$ cat config.mk
export PLATFORM = sky130hd
export DESIGN_NAME = pwm_capture
export DESIGN_NICKNAME = d
export VERILOG_FILES = /design/src/rtl/pwm_capture.sv
export SDC_FILE = /design/constraint.sdc
export NUM_CORES = 1
export LEC_CHECK = 0
export CORE_MARGIN = 1
export CORE_UTILIZATION = 42
export DETAILED_ROUTE_END_ITERATION = 6
export DONT_BUFFER_PORTS = 1
export HOLD_SLACK_MARGIN = 0.12
export PLACE_DENSITY = 0.54
export RECOVER_POWER = 50
export SETUP_SLACK_MARGIN = 0.15
export SYNTH_ARGS = -nofsm -noshare
export SYNTH_HDL_FRONTEND = slang
export SYNTH_SLANG_ARGS = --single-unit
$ cat constraint.sdc
create_clock -name clk -period 3.9 [get_ports clk]
set_clock_uncertainty 0.2 [all_clocks]
set_input_delay 0.975 -clock clk [delete_from_list [all_inputs] [get_ports clk]]
set_output_delay 0.975 -clock clk [all_outputs]
set_load 0.005 [all_outputs]
$ cat src/rtl/pwm_capture.sv
// ---------------------------------------------------------------------------
// pwm_capture
//
// Measures an incoming PWM waveform and reports its frequency in Hz and its
// high time in microseconds. The output encoding matches the PWM generator's
// freq / duty_cycle_usec inputs, so a generator-to-capture loopback reads back
// the generator's own settings.
//
// Optional build macro: PWM_CAPTURE_GLITCH_FILTER_EN
//   Defined   : a 3-sample hold filter follows the synchronizer. Pulses of
//               2 clocks or less are ignored, and edges are seen 3 clocks later.
//   Undefined : the synchronizer feeds the edge detector directly.
//
// Ports:
//   clk             in   main clock (CLK_FREQUENCY Hz)
//   rst_n           in   asynchronous active-low reset
//   pin             in   asynchronous PWM input
//   freq            out  measured frequency in Hz, saturating at 65535
//   duty_cycle_usec out  measured high time in usec, saturating at 65535
//   valid           out  one-cycle pulse; freq/duty_cycle_usec updated this cycle
//   overrun         out  sticky; a period ended while the divider was busy
//   no_signal       out  high while the input is timed out
// ---------------------------------------------------------------------------
module pwm_capture #(
  parameter int CLK_FREQUENCY  = 25000000,
  parameter int CYCLES_IN_USEC = 25,
  parameter int TIMEOUT_CYCLES = 50000000
) (
  input  logic        clk,
  input  logic        rst_n,
  input  logic        pin,
  output logic [15:0] freq,
  output logic [15:0] duty_cycle_usec,
  output logic        valid,
  output logic        overrun,
  output logic        no_signal
);

  localparam int CW = 26;
  localparam int PW = (CYCLES_IN_USEC > 1) ? $clog2(CYCLES_IN_USEC) : 1;
  localparam logic [CW-1:0] TIMEOUT_VAL = CW'(TIMEOUT_CYCLES);
  localparam logic [CW-1:0] DIVIDEND    = CW'(CLK_FREQUENCY);
  localparam logic [PW-1:0] PRE_MAX     = PW'(CYCLES_IN_USEC - 1);
  localparam logic [4:0]    LAST_BIT    = 5'(CW - 1);

  // -------------------------------------------------------------------------
  // Input conditioning
  // -------------------------------------------------------------------------
  logic sync1, sync2;

  always_ff @(posedge clk or negedge rst_n) begin
    if (!rst_n) begin
      sync1 <= 1'b0;
      sync2 <= 1'b0;
    end else begin
      sync1 <= pin;
      sync2 <= sync1;
    end
  end

  logic level;

`ifdef PWM_CAPTURE_GLITCH_FILTER_EN
  // The filtered level only moves once the current and two previous
  // synchronized samples agree; anything shorter is held off.
  logic [1:0] hist;
  logic       filt;

  always_ff @(posedge clk or negedge rst_n) begin
    if (!rst_n) begin
      hist <= 2'b00;
      filt <= 1'b0;
    end else begin
      hist <= {hist[0], sync2};
      if (sync2 && hist[0] && hist[1]) begin
        filt <= 1'b1;
      end else if (!sync2 && !hist[0] && !hist[1]) begin
        filt <= 1'b0;
      end
    end
  end

  assign level = filt;
`else
  assign level = sync2;
`endif

  // level_q is aligned with rise; level_qq lags one more clock so the first
  // high clock of a period is sampled after the counters have restarted.
  logic level_q, level_qq, rise;

  always_ff @(posedge clk or negedge rst_n) begin
    if (!rst_n) begin
      level_q  <= 1'b0;
      level_qq <= 1'b0;
      rise     <= 1'b0;
    end else begin
      level_q  <= level;
      level_qq <= level_q;
      rise     <= level & ~level_q;
    end
  end

  // -------------------------------------------------------------------------
  // Period / high-time counters, restarted on every detected rise
  // -------------------------------------------------------------------------
  logic [CW-1:0] period_cnt;
  logic [PW-1:0] usec_pre;
  logic [16:0]   high_usec;
  logic          pre_wrap;
  logic          timed_out;

  assign pre_wrap  = (usec_pre == PRE_MAX);
  assign timed_out = (period_cnt == TIMEOUT_VAL);

  always_ff @(posedge clk or negedge rst_n) begin
    if (!rst_n) begin
      period_cnt <= '0;
      usec_pre   <= '0;
      high_usec  <= '0;
    end else if (rise) begin
      period_cnt <= CW'(1);
      usec_pre   <= '0;
      high_usec  <= '0;
    end else begin
      if (period_cnt < TIMEOUT_VAL) begin
        period_cnt <= period_cnt + CW'(1);
      end
      usec_pre <= pre_wrap ? '0 : usec_pre + PW'(1);
      if (pre_wrap && level_qq && (high_usec != '1)) begin
        high_usec <= high_usec + 17'd1;
      end
    end
  end

  // -------------------------------------------------------------------------
  // Restoring divider datapath: CLK_FREQUENCY / divisor, MSB first
  // -------------------------------------------------------------------------
  logic [CW-1:0] divisor, remainder, quotient, dividend_sr;
  logic [16:0]   duty_latch;
  logic [4:0]    bit_cnt;
  logic [CW:0]   trial;
  logic          take;
  logic [CW-1:0] rem_next, quo_next;

  always_comb begin
    trial    = {remainder, dividend_sr[CW-1]};
    take     = (trial >= {1'b0, divisor});
    rem_next = take ? CW'(trial - {1'b0, divisor}) : trial[CW-1:0];
    quo_next = {quotient[CW-2:0], take};
  end

  // -------------------------------------------------------------------------
  // Control FSM with registered outputs
  // -------------------------------------------------------------------------
  typedef enum logic [1:0] {ARM, MEASURE, DIVIDE} state_t;
  state_t state;

  always_ff @(posedge clk or negedge rst_n) begin
    if (!rst_n) begin
      state           <= ARM;
      freq            <= '0;
      duty_cycle_usec <= '0;
      valid           <= 1'b0;
      overrun         <= 1'b0;
      no_signal       <= 1'b0;
      divisor         <= '0;
      remainder       <= '0;
      quotient        <= '0;
      dividend_sr     <= '0;
      duty_latch      <= '0;
      bit_cnt         <= '0;
    end else begin
      valid <= 1'b0;
      case (state)
        ARM: begin
          // First rise only starts the counters; there is no full period yet.
          if (rise) begin
            state <= MEASURE;
          end else if (timed_out && !no_signal) begin
            valid           <= 1'b1;
            freq            <= '0;
            duty_cycle_usec <= '0;
            no_signal       <= 1'b1;
          end
        end

        MEASURE: begin
          // A rise on the timeout clock wins and is measured normally.
          if (rise) begin
            divisor     <= period_cnt;
            duty_latch  <= high_usec;
            remainder   <= '0;
            quotient    <= '0;
            dividend_sr <= DIVIDEND;
            bit_cnt     <= '0;
            state       <= DIVIDE;
          end else if (timed_out) begin
            state <= ARM;
            if (!no_signal) begin
              valid           <= 1'b1;
              freq            <= '0;
              duty_cycle_usec <= '0;
              no_signal       <= 1'b1;
            end
          end
        end

        DIVIDE: begin
          // A period that ends here is dropped; the counters still restart.
          if (rise) begin
            overrun <= 1'b1;
          end
          remainder   <= rem_next;
          quotient    <= quo_next;
          dividend_sr <= dividend_sr << 1;
          bit_cnt     <= bit_cnt + 5'd1;
          if (bit_cnt == LAST_BIT) begin
            freq            <= (|quo_next[CW-1:16]) ? 16'hFFFF : quo_next[15:0];
            duty_cycle_usec <= duty_latch[16] ? 16'hFFFF : duty_latch[15:0];
            valid           <= 1'b1;
            no_signal       <= 1'b0;
            state           <= MEASURE;
          end
        end

        default: state <= ARM;
      endcase
    end
  end

endmodule
==> tab_implementation.tex <==
\begin{tabular}{lr}
\hline
Metric & Value \\
\hline
\multicolumn{2}{l}{\textbf{STA}} \\
Fin Hold WS & -0.0447 ns \\
Final count of negative-setup-slack endpoints & 0 \\
Fraction of the cycle the final worst path needs & 84.1\% \\
Final critical path time including I/O delays and setup & 3.28 ns \\
Max-slew violation count & 146 \\
Slew margin rel. & -40.5\% \\
Maximum clock frequency & 305 MHz \\
Actual transition at the worst max-transition pin & 2.11 ns \\
Final sum of negative setup slack & 0 ns \\
Final hold viol count & 29 \\
RSZ-0062 raised after global routing & false \\
\multicolumn{2}{l}{\textbf{Floorplan}} \\
Boundary Pins & 38 \\
Placeable core region & 0.0237 mm2 \\
Initial cell density of the core & 43.1\% \\
Width of the die & 158 um \\
Rows & 56 \\
Die area & 0.0249 mm2 \\
Vertical die dimension & 158 um \\
\multicolumn{2}{l}{\textbf{Critical path}} \\
Critical-path cell with the highest stage delay & fa\_1 \\
Worst setup SP type & register \\
Required time of the critical path & 4.09 ns \\
Most used cell along the critical path & inv\_1 \\
CP peak stage delay & 0.42 ns \\
Critical path peak fanout & 3 \\
Data arrival, critical path & 3.47 ns \\
Cells along the critical path & inv\_1, ha\_1, inv\_1, fa\_1, a211oi\_1, o211a\_1, o32ai\_1, o31ai\_1, a41oi\_1, a221oi\_1, xor2\_1, o21ai\_0 \\
Endpoint class of the critical path & register \\
Start-to-end type of the worst setup path & reg -> reg \\
\multicolumn{2}{l}{\textbf{Detailed routing}} \\
Detailed router's first-iteration violation count & 484 \\
Vias & 7371 \\
Avg WL per Cell & 15.5 um \\
Detailed-route vias per instance & 5.12 \\
Post-DRT Antenna Nets & 0 \\
Post-Route WL & 22400 um \\
Drt first pass iters & 5 \\
Remaining design rule violation count & 0 \\
\multicolumn{2}{l}{\textbf{Placement}} \\
Routability congestion estimate & 0.837 \\
Post-detailed-placement half-perimeter wirelength & 14200 um \\
Port buffer count & 0 \\
\multicolumn{2}{l}{\textbf{Logic synthesis}} \\
Commonest register cell after synthesis & dfrtp\_1 \\
Netlist cell types & 58 \\
Synthesized netlist net count & 1166 \\
Area of the mapped netlist & 0.0102 mm2 \\
Share of synthesized flip-flops with an asynchronous set or reset & 100\% \\
Average footprint of a synthesized cell & 9.05 um2 \\
Number of enable flip-flop cells after synthesis & 0 \\
Count of yosys warnings during synthesis & 0 \\
Synthesis-stage register bit count & 209 \\
Seq/Total Area, Yosys & 51.2\% \\
Synthesized instance count & 1128 \\
\multicolumn{2}{l}{\textbf{Global routing}} \\
Initial antenna violation count & 0 \\
Grt total ovfl & 0 \\
Via count of the first global-routing pass & 7100 \\
Pin count of the biggest net entering global routing & 210 \\
Overall fraction of global-route tracks in use & 18.8\% \\
Global-route wire length before repair & 37400 um \\
\multicolumn{2}{l}{\textbf{Clock network}} \\
Clock buffers created by TritonCTS & 24 \\
TritonCTS sink count & 209 \\
Depth of the CTS H-tree & 1 \\
Post-cts gate resize count & 0 \\
Clk Latency, worst-skew pair & 0.53 ns \\
Clock Path Buffers & 3 \\
CTS tree & built \\
Post-CTS setup repair buffer count & 0 \\
Clk pin slew, worst setup/hold paths & 0.06 ns \\
Root buffer cell & clkbuf\_16 \\
\multicolumn{2}{l}{\textbf{Status}} \\
Run status & finished, violations left \\
Failing checks & hold timing, capacitance limit, slew limit \\
\multicolumn{2}{l}{\textbf{Power}} \\
Worst vdd ir & 0.300 mV \\
Leakage power of the design & 5.18 nW \\
P per Cell Area & 680 mW/mm2 \\
\multicolumn{2}{l}{\textbf{Finish}} \\
Area overhead of the layout relative to synthesis & 9.96\% \\
Layout Nets & 1144 \\
N\_diodes & 0 \\
Share of cells above drive strength 1 & 5.71\% \\
Final design utilization & 47.4\% \\
\multicolumn{2}{l}{\textbf{Min path}} \\
Tightest Hold Check Type & in -> async \\
\multicolumn{2}{l}{\textbf{Run}} \\
Maximum capacitance violations & 3 \\
\hline
\end{tabular}
## critical path, delay by kind of cell, from the launching register on
kind / cells / cell delay (ns)
AOI/OAI and AO/OA: 7 / 1.71
xor gates and xnor gates: 1 / 0.17
adders and majority gates: 2 / 0.58
buffers and inverters: 2 / 0.13
DFF: 1 / 0.36
## per-layer routing
layer	wire length (um)	track usage (%)
met4	305	4.21
met3	724	2.33
met2	9600	28.2
met5	0	0
met1	11700	28.6
## per-stage QoR
step                      setup slack (ns)  instances  area [um2]  total power, mW
after floorplan                       1.01       1128       10200             4.91
after global placement               0.678       1399       10500             5.53
after detailed placement             0.592       1399       10500             5.53
after CTS                            0.590       1440       11200             7.71
after global routing                 0.273       1440       11200             8.18
final                                0.620       1440       11200             7.63
## final timing paths
kind                                             start                   endpoint  slack (ns)  cells after the start
max reg2reg                dividend_sr[25]$_DFFE_PN0P_  remainder[24]$_DFFE_PN0P_        0.62                     12
max in group asynchronous                        rst_n    divisor[14]$_DFFE_PN0P_        3.01                      0
max                        dividend_sr[25]$_DFFE_PN0P_  remainder[24]$_DFFE_PN0P_        0.62                     12
min in group clk                       sync1$_DFF_PN0_            level$_DFF_PN0_        0.16                      0
min reg2reg                            sync1$_DFF_PN0_            level$_DFF_PN0_        0.16                      0
min                                              rst_n    divisor[16]$_DFFE_PN0P_       -0.04                      0
## layout make-up
cell class	instances	area, um2
inverter	49	184
tap	319	399
timing repair buffer	11	91.3
clock buffer	33	664
sequential	209	5230
fill	2318	12500
multi-input combinational	811	4580
clock inverter	8	76.3
## cell usage after synthesis, types with 10 or more instances
| master | n | area (um2) |
|---|---|---|
| mux2i_1 | 20 | 200 |
| inv_1 | 49 | 184 |
| a21o_1 | 14 | 105 |
| or3_1 | 10 | 62.6 |
| xnor2_1 | 23 | 201 |
| nand2_1 | 244 | 916 |
| clkbuf_1 | 48 | 180 |
| nor3_1 | 11 | 55.1 |
| xor2_1 | 31 | 272 |
| a21oi_1 | 61 | 305 |
| o21ai_0 | 157 | 786 |
| nor2_1 | 84 | 315 |
| nand3_1 | 28 | 140 |
| dfrtp_1 | 209 | 5230 |
| ha_1 | 34 | 425 |
## placed cells by master (no fill, tap or decap), types with 3 or more instances in the layout
cell type,Yosys,final
a32oi_1,5,5
nand3_1,28,28
nand4_1,9,9
nand2b_1,7,7
buf_4,0,9
o21ai_0,157,157
ha_1,34,34
xor2_1,31,31
o21bai_1,4,4
or3_2,3,3
inv_1,49,49
clkbuf_16,0,24
and2_1,3,3
clkbuf_8,0,3
nor2_1,84,81
nor4_1,4,4
nor3_1,11,11
a21o_1,14,14
and3_1,4,4
clkbuf_1,48,7
and4_1,4,4
mux2i_1,20,20
o211ai_1,3,3
nor2b_1,6,5
a21oi_1,61,61
dfrtp_1,209,209
or3_1,10,10
xnor2_1,23,23
o31a_1,3,3
o21a_1,4,4
clkinv_2,0,6
nand2_1,244,244
## report_power, final
part	switching, mW	total, mW	internal, mW
Sequential	0.254	2.75	2.50
Combinational	1.61	2.75	1.14
Clock	0.879	2.13	1.25
## logic make-up (layout without fill, tap and decap cells)
group | after synthesis | count (layout) | synth area share, %
multiplexers | 20 | 20 | 1.96
AND/OR/NAND/NOR | 431 | 431 | 18.7
flip-flops | 209 | 209 | 51.2
XOR/XNOR | 54 | 54 | 4.63
adder cells (fa/ha/maj) | 35 | 35 | 4.36
buffers and inverters | 108 | 101 | 4.09
AO/OA/AOI/OAI | 271 | 271 | 15.0
## state kept, by name, indices dropped and copies added, names as in the netlist, 2 cells and up
signal,flops
duty_latch,17
state,2
high_usec,17
dividend_sr,20
divisor,26
bit_cnt,5
freq,16
usec_pre,5
quotient,25
period_cnt,26
remainder,26
duty_cycle_usec,16
No activity file was read; power rests on OpenSTA's default activity.
